File: src/rtl/video_timing_if.sv
// Raster bus between the video timing generator and its downstream consumers
// (colour-bar and screen-composition stages). The generator owns every signal
// except pixel_en, which the consumer side supplies as the pixel-rate enable.
// Optional signal: frame_count exists only when VIDEO_TIMING_FRAME_COUNT_EN is defined.
interface video_timing_if;
    logic       pixel_en;
    logic [8:0] video_x;
    logic [8:0] video_y;
    logic       hsync;
    logic       vsync;
    logic       blank;
    logic       line_start;
    logic       frame_start;
`ifdef VIDEO_TIMING_FRAME_COUNT_EN
    logic [7:0] frame_count;
`endif

    // Generator side: consumes the enable, produces the raster.
    modport master (
        input  pixel_en,
        output video_x,
        output video_y,
        output hsync,
        output vsync,
        output blank,
        output line_start,
`ifdef VIDEO_TIMING_FRAME_COUNT_EN
        output frame_count,
`endif
        output frame_start
    );

    // Consumer side: supplies the enable, observes the raster.
    modport slave (
        output pixel_en,
        input  video_x,
        input  video_y,
        input  hsync,
        input  vsync,
        input  blank,
        input  line_start,
`ifdef VIDEO_TIMING_FRAME_COUNT_EN
        input  frame_count,
`endif
        input  frame_start
    );
endinterface

File: src/rtl/video_timing.sv
// Free-running raster generator: x/y beam counters with sync, blanking and
// line/frame strobes, all registered together so the decode always describes
// the coordinates currently on video_x/video_y.
// Optional feature: define VIDEO_TIMING_FRAME_COUNT_EN to add an 8-bit
// frame counter on the frame_count signal of the interface.
module video_timing #(
    parameter int H_TOTAL     = 448,
    parameter int V_TOTAL     = 312,
    parameter int H_ACTIVE    = 352,
    parameter int V_ACTIVE    = 288,
    parameter int HSYNC_START = 384,
    parameter int HSYNC_WIDTH = 32,
    parameter int VSYNC_START = 296,
    parameter int VSYNC_WIDTH = 4
) (
    input logic            clock,
    input logic            reset_n,
    video_timing_if.master vif
);

    // Last coordinate on each axis; totals up to 512 still fit in 9 bits.
    localparam logic [8:0] H_LAST = 9'(H_TOTAL - 1);
    localparam logic [8:0] V_LAST = 9'(V_TOTAL - 1);

    // Window bounds are kept at 10 bits so START + WIDTH = 512 cannot wrap.
    localparam logic [9:0] H_ACT    = 10'(H_ACTIVE);
    localparam logic [9:0] V_ACT    = 10'(V_ACTIVE);
    localparam logic [9:0] HS_BEGIN = 10'(HSYNC_START);
    localparam logic [9:0] HS_END   = 10'(HSYNC_START) + 10'(HSYNC_WIDTH);
    localparam logic [9:0] VS_BEGIN = 10'(VSYNC_START);
    localparam logic [9:0] VS_END   = 10'(VSYNC_START) + 10'(VSYNC_WIDTH);

    // Unsigned half-open window test: lo <= v < hi.
    function automatic logic in_window(input logic [8:0] v,
                                       input logic [9:0] lo,
                                       input logic [9:0] hi);
        return ({1'b0, v} >= lo) && ({1'b0, v} < hi);
    endfunction

    logic [8:0] x_q;
    logic [8:0] y_q;
    logic       hsync_q;
    logic       vsync_q;
    logic       blank_q;
    logic       line_start_q;
    logic       frame_start_q;

    logic       x_wrap;
    logic       y_wrap;
    logic [8:0] x_next;
    logic [8:0] y_next;

    // Next raster position if this cycle advances.
    always_comb begin
        // NOTE: every signal gets a default before any branch so no path can leave it unassigned and infer a latch.
        x_wrap = 1'b0;
        y_wrap = 1'b0;
        x_next = x_q;
        y_next = y_q;

        x_wrap = (x_q == H_LAST);
        y_wrap = (y_q == V_LAST);

        if (x_wrap) begin
            x_next = '0;
            y_next = y_wrap ? '0 : 9'(y_q + 9'd1);
        end else begin
            x_next = 9'(x_q + 9'd1);
        end
    end

    // Counters and decode advance together; strobes last one clock only.
    always_ff @(posedge clock or negedge reset_n) begin
        if (!reset_n) begin
            // NOTE: sequential state uses non-blocking assignments so every register samples pre-edge values.
            x_q           <= '0;
            y_q           <= '0;
            hsync_q       <= 1'b0;
            vsync_q       <= 1'b0;
            blank_q       <= 1'b0;
            line_start_q  <= 1'b0;
            frame_start_q <= 1'b0;
        end else if (vif.pixel_en) begin
            x_q           <= x_next;
            y_q           <= y_next;
            hsync_q       <= in_window(x_next, HS_BEGIN, HS_END);
            vsync_q       <= in_window(y_next, VS_BEGIN, VS_END);
            blank_q       <= ({1'b0, x_next} >= H_ACT) || ({1'b0, y_next} >= V_ACT);
            line_start_q  <= x_wrap;
            frame_start_q <= x_wrap && y_wrap;
        end else begin
            // A stalled cycle holds the raster but never stretches a strobe.
            line_start_q  <= 1'b0;
            frame_start_q <= 1'b0;
        end
    end

`ifdef VIDEO_TIMING_FRAME_COUNT_EN
    logic [7:0] frame_count_q;

    // Counts frame wraps; updates on the same edge that raises frame_start.
    always_ff @(posedge clock or negedge reset_n) begin
        if (!reset_n) begin
            frame_count_q <= '0;
        end else if (vif.pixel_en && x_wrap && y_wrap) begin
            frame_count_q <= 8'(frame_count_q + 8'd1);
        end
    end

    assign vif.frame_count = frame_count_q;
`endif

    assign vif.video_x     = x_q;
    assign vif.video_y     = y_q;
    assign vif.hsync       = hsync_q;
    assign vif.vsync       = vsync_q;
    assign vif.blank       = blank_q;
    assign vif.line_start  = line_start_q;
    assign vif.frame_start = frame_start_q;

endmodule

File: src/flat_wrapper.sv
// flat-port wrapper written by rule: the top's interface ports become plain ports
module video_timing_flat 
#(
    parameter int H_TOTAL     = 448,
    parameter int V_TOTAL     = 312,
    parameter int H_ACTIVE    = 352,
    parameter int V_ACTIVE    = 288,
    parameter int HSYNC_START = 384,
    parameter int HSYNC_WIDTH = 32,
    parameter int VSYNC_START = 296,
    parameter int VSYNC_WIDTH = 4
)
  (clock, reset_n, vif_pixel_en, vif_video_x, vif_video_y, vif_hsync, vif_vsync, vif_blank, vif_line_start, vif_frame_start);
  video_timing_if vif_i ();
  input logic clock;
  input logic reset_n;
  input wire logic [$bits(vif_i.pixel_en)-1:0] vif_pixel_en;
  output wire logic [$bits(vif_i.video_x)-1:0] vif_video_x;
  output wire logic [$bits(vif_i.video_y)-1:0] vif_video_y;
  output wire logic [$bits(vif_i.hsync)-1:0] vif_hsync;
  output wire logic [$bits(vif_i.vsync)-1:0] vif_vsync;
  output wire logic [$bits(vif_i.blank)-1:0] vif_blank;
  output wire logic [$bits(vif_i.line_start)-1:0] vif_line_start;
  output wire logic [$bits(vif_i.frame_start)-1:0] vif_frame_start;
  assign vif_i.pixel_en = vif_pixel_en;
  assign vif_video_x = vif_i.video_x;
  assign vif_video_y = vif_i.video_y;
  assign vif_hsync = vif_i.hsync;
  assign vif_vsync = vif_i.vsync;
  assign vif_blank = vif_i.blank;
  assign vif_line_start = vif_i.line_start;
  assign vif_frame_start = vif_i.frame_start;
  video_timing #(.H_TOTAL(H_TOTAL), .V_TOTAL(V_TOTAL), .H_ACTIVE(H_ACTIVE), .V_ACTIVE(V_ACTIVE), .HSYNC_START(HSYNC_START), .HSYNC_WIDTH(HSYNC_WIDTH), .VSYNC_START(VSYNC_START), .VSYNC_WIDTH(VSYNC_WIDTH)) u_core (.clock(clock), .reset_n(reset_n), .vif(vif_i));
endmodule
File: config.mk
export PLATFORM = sky130hd
export DESIGN_NAME = video_timing_flat
export DESIGN_NICKNAME = d
export VERILOG_FILES = /design/src/rtl/video_timing_if.sv /design/src/rtl/video_timing.sv /design/src/flat_wrapper.sv
export SDC_FILE = /design/constraint.sdc
export NUM_CORES = 1
export LEC_CHECK = 0
export BUFFER_PORTS_ARGS = -buffer_cell sky130_fd_sc_hd__buf_2
export CAP_MARGIN = 40
export CORE_AREA = 2 2 77 42
export DETAILED_ROUTE_END_ITERATION = 12
export DIE_AREA = 0 0 79 44
export HOLD_SLACK_MARGIN = 0.02
export PLACE_DENSITY = 0.71
export SYNTH_ARGS = -nofsm -noshare
export SYNTH_HDL_FRONTEND = slang
export SYNTH_SLANG_ARGS = --single-unit
File: constraint.sdc
create_clock -name clock -period 2.32 [get_ports clock]
set_input_delay 0.464 -clock clock [delete_from_list [all_inputs] [get_ports clock]]
set_output_delay 0.464 -clock clock [all_outputs]
set_load 0.02 [all_outputs]
After elaboration in Yosys (flattened, before gate mapping) --
Index checks and enable logic that the tools add are counted.
Operators by class: $lt $le $gt $ge 6, multiply operators 0, equal/unequal tests 2, $add $sub $neg 2, divide/modulo/power cells 0, shift-type cells 0, mux-type cells 5, bitwise gates (word level) 0, reductions and logical operators 4
Operators with widths (number):
- greater-or-equal comparator 9 bit, second input constant | 4
- two-way mux 9 bit | 3
- adder 9 x 1 -> 9 bit, second input constant | 2
- equality test 9 bit, second input constant | 2
- < comparator 9 bit, second input constant | 2
- logical AND 1 bit | 3
- two-way mux 1 bit | 2
- logical OR 1 bit | 1
Word-level totals: register bits after elaboration 23, ROM bits 0, memories kept 0, input bits 3, latch bits 0, memory bits (writable) 0, output and inout bits 23

Logic depth before layout (Yosys ltp) --
word-level depth 5, mapped depth 8, depth with buffers taken out 8

Worst setup path before layout --
No wires, ideal clock.
kind reg2reg, from register u_core.x_q[0] (netlist: u_core.vif.video_x[0]), to register u_core.y_q[8] (netlist: u_core.vif.video_y[8]), library setup time 0.125 ns, path slack 0.353 ns, clock period less this slack 1.967 ns, cell stages (with the launch flop) 7, data arrival time 1.843 ns, data required time 2.195 ns, cells stage by stage dfrtp_1 > ha_1 > nand4b_4 > nor4_1 > mux2i_1 > a21oi_2 > mux2_2
Between the ends: word-level cells in the longest chain between the ends 2
RTL lines:
- start, declared | line video_timing.sv:40 | logic [8:0] x_q;
- start signal, assigned | line video_timing.sv:84 | x_q <= x_next;
- equality test 9 bit | line video_timing.sv:61 | x_wrap = (x_q == H_LAST);
- two-way mux 9 bit | line video_timing.sv:64 | if (x_wrap) begin
- end signal, assigned | line video_timing.sv:85 | y_q <= y_next;
- end, declared | line video_timing.sv:41 | logic [8:0] y_q;
No other way between the ends. A chain may end at the register's enable or synchronous reset.

Final worst setup path --
Same ends and word-level chain as after synthesis.

==> summary.txt <==
Layout
  • Number of nets in the layout: 174
  • Layout-stage area growth over the synthesis result: 14.4%
  • Count of inserted antenna diode cells: 0
  • Ratio of cells with drive above 1 in the final layout: 24.6%
  • Non-Filler Cell Area, Final: 1540 sq um
  • FILL cells: 274

Run status
  • Run status: finished, final reports clean

Place
  • Dpl cell area: 1490 sq um
  • Gp weighted congestion: 0.835
  • Dpl hpwl: 2250 um
  • Port Buffer Count: 25
  • Worst slack at placement: 0.266 ns

Clock network
  • Number of buffers on the longest clock path: 2
  • Post-CTS setup repair buffer count: 0
  • Clock-pin slew of the registers on the worst-case setup and hold paths: 0.08 ns
  • Num CTS Buffers: 3
  • H-tree depth reported by CTS: 1
  • Cts hold-fix bufs: 0
  • Clk_lat worst skew: 0.26 ns
  • Clock root buffer: clkbuf_8
  • Number of instances resized during post-cts repair: 0
  • Sinks on Clock Net: 23
  • CTS tree: done

STA
  • Worst-margin pin slew: 0.529 ns
  • Period Utilization, post-route: 91.0%
  • Count of endpoints failing setup in the final report: 0
  • Slew margin rel.: 64.7%
  • Final critical path time including I/O delays and setup: 2.11 ns
  • Total negative slack for setup checks: 0 ns
  • Hold violation total from the final report: 0
  • RSZ-0062 raised after global routing: false
  • Count of pins over their slew limit: 0
  • Post-route setup slack: 0.209 ns
  • Worst clock skew: 0.00247 ns
  • Peak clock frequency supported by timing: 474 MHz

Detailed routing
  • Via density per instance: 5.68
  • Total length of routed wires: 3010 um
  • Iteration count of the initial detailed-routing pass: 4
  • Remaining design rule violation count: 0
  • Violation count after the first detailed-routing iteration: 131
  • Total number of vias: 1175
  • Detailed-route wire length per cell: 14.5 um
  • Number of nets with antenna violations after detailed routing: 0

Worst setup path
  • Cell chain of the critical path: ha_1, nand4b_4, nor4_1, mux2i_1, a21oi_2, mux2_2
  • Worst path buffer plus inverter count: 0
  • Critical setup path kind: reg2reg
  • Worst Setup Start Kind: flip-flop
  • Endpoint of the most critical setup path: u_core.vif.video_y[8]
  • Crit path arrival time: 2.27 ns
  • Cell count of the worst reg-to-reg path: 6
  • CP startpoint: u_core.vif.video_x[0]
  • Reg2Reg Setup Slack: 0.21 ns
  • Maximum fanout along the worst path: 7
  • Req. time, crit path: 2.48 ns
  • CP top delay family: multiplexers
  • Slowest CP cell: dfrtp_1
  • Critical Path Stages: 6
  • Crit end category: flip-flop
  • Highest cell delay on the worst timing path: 0.48 ns
  • Critical register-to-register path startpoint: u_core.vif.video_x[0]
  • Worst R2R End: u_core.vif.video_y[8]

Synth
  • Flip-flop and latch count after synthesis: 23
  • Synth Area per Inst: 9.33 sq um
  • Post-synthesis instance area: 1340 sq um
  • Synth unique cells: 44
  • Fraction of the yosys area taken by sequential cells: 42.8%
  • Post-synthesis net count: 150
  • Cell count after synthesis: 144
  • Total of warnings raised by yosys: 0

Pwr
  • PwrDens: 828 nW/um^2
  • Worst vdd ir: 0.396 mV
  • Leakage: 0.667 nW

Die
  • Number of placed I/O pins: 26
  • Total core area: 2840 sq um
  • Full die area: 3480 sq um
  • Standard-cell row count: 14
  • Initial core utilization: 47.4%
  • Die width: 79 um
  • Die extent in y: 44 um

Global route
  • Overall track demand over capacity in global routing: 18.4%
  • Maximum number of pins on one net before global-route repair: 24
  • Total congestion overflow: 0
  • Vias in the first global route: 958
  • Antenna violations before repair: 0
  • First-pass GRT wire length: 4760 um

Run
  • MaxCap Viol Count: 0

Min path
  • Type of the tightest min-delay check: in2async
==> routing by layer <==
layer | track usage, % | wire length, um
met5 | 0 | 0
met3 | 5.21 | 237
met4 | 3.45 | 24
met2 | 25.1 | 1250
met1 | 28.9 | 1490
==> cells in the final DEF, fill, tap and decap left out, types with 2 or more instances in the layout <==
master,netlist,final
buf_2,2,25
nand2_1,23,23
dfrtp_1,23,23
nor2_1,9,9
nand3_1,9,9
a21oi_1,8,8
inv_1,5,5
xnor2_1,5,5
o21ai_0,5,5
o31ai_1,4,4
nor3_1,3,3
mux2i_1,3,3
ha_1,3,3
clkbuf_8,0,3
and2_1,2,2
or2_1,2,2
nor4_1,2,2
o22ai_1,2,2
nand3b_1,2,2
nor2b_1,2,2
or3_1,2,2
nand4_1,2,2
mux2_2,2,2
==> worst reg2reg max path, stage by stage, from the launching register on <==
cell and delay, ns:
dfrtp_1 0.48, ha_1 0.35, nand4b_4 0.17, nor4_1 0.37, mux2i_1 0.30, a21oi_2 0.07
mux2_2 0.27
==> stage by stage <==
step / power (mW) / hold slack [ns] / std cells / utilization, %
global route: 1.36 / 0.212 / 207 / 54.2
global placement: 1.02 / 0.469 / 203 / 52.6
detailed placement: 1.03 / 0.476 / 203 / 52.6
floorplan: 0.891 / 0.168 / 144 / -
finish: 1.27 / 0.170 / 207 / 54.2
CTS: 1.28 / 0.182 / 207 / 54.2
==> sequential cells by signal, indices dropped and copies added (netlist names) <==
name	flops
u_core.vif.vsync	1
u_core.vif.blank	1
u_core.vif.video_y	9
u_core.vif.frame_start	1
u_core.vif.hsync	1
u_core.vif.line_start	1
u_core.vif.video_x	9
==> how the worst min path moves through the flow <==
stage,from,endpoint,slack (ns),cells past startpoint
final,reset_n,u_core.vif.video_x[7],0.17,1
after global routing,reset_n,u_core.vif.video_x[7],0.21,1
after CTS,reset_n,u_core.vif.video_x[7],0.18,1
after detailed placement,reset_n,u_core.vif.video_y[6],0.48,1
after global placement,reset_n,u_core.vif.video_y[1],0.47,1
after floorplan,reset_n,u_core.vif.blank,0.17,0
==> Yosys cell counts <==
cell       count  area, sq um
a21o_1         1         7.51
o21a_1         1         7.51
a211o_1        1         8.76
nor4_1         2         12.5
a31oi_1        1         6.26
mux2i_1        3         30.0
clkbuf_1       2         7.51
a21oi_2        1         8.76
dfrtp_1       23          576
and2_1         2         12.5
nor2b_1        2         12.5
nand3b_1       2         15.0
nand2_2        1         6.26
o221ai_1       1         8.76
nand3_1        9         45.0
o2bb2ai_1      1         8.76
xor2_1         1         8.76
or2_1          2         12.5
mux2_2         2         22.5
o22ai_2        1         12.5
a21oi_1        8         40.0
buf_2          2         10.0
nand4_1        2         12.5
or3_1          2         12.5
nand2_1       23         86.3
nand4_4        1         21.3
o31ai_1        4         30.0
ha_1           3         37.5
o41ai_2        1         16.3
nand4_2        1         12.5
nand4b_4       1         23.8
nor2_1         9         33.8
o22ai_1        2         12.5
and3_2         1         7.51
o21ai_0        5         25.0
o221a_2        1         11.3
and3_1         1         6.26
o32ai_1        1         8.76
clkbuf_2       2         10.0
xnor2_1        5         43.8
nand4b_1       1         8.76
inv_1          5         18.8
nor3_1         3         15.0
and4_2         1         10.0
==> kinds of logic after synthesis <==
kind of cell | after synthesis | share of synthesized area (%)
AO/OA/AOI/OAI | 30 | 15.8
XOR/XNOR | 6 | 3.91
adder cells (fa/ha/maj) | 3 | 2.79
buffers and inverters | 11 | 3.45
flip-flops | 23 | 42.8
multiplexers | 5 | 3.91
AND/OR/NAND/NOR | 66 | 27.3
==> area by class of cell <==
type / count / area [sq um] / area share, %
Clock buffer: 3 / 41.3 / 2.69
Tap cell: 40 / 50.0 / 3.25
Clock inverter: 1 / 5.00 / 0.325
Multi-Input combinational cell: 110 / 722 / 46.9
Sequential cell: 23 / 576 / 37.4
Inverter: 5 / 18.8 / 1.22
Timing Repair Buffer: 25 / 125 / 8.14
==> power by group <==
group / switching, mW / leakage [nW] / internal (mW)
Clock: 0.128 / 0.0255 / 0.120
Sequential: 0.138 / 0.283 / 0.473
Combinational: 0.247 / 0.359 / 0.167
No activity file was read; power rests on OpenSTA's default activity.
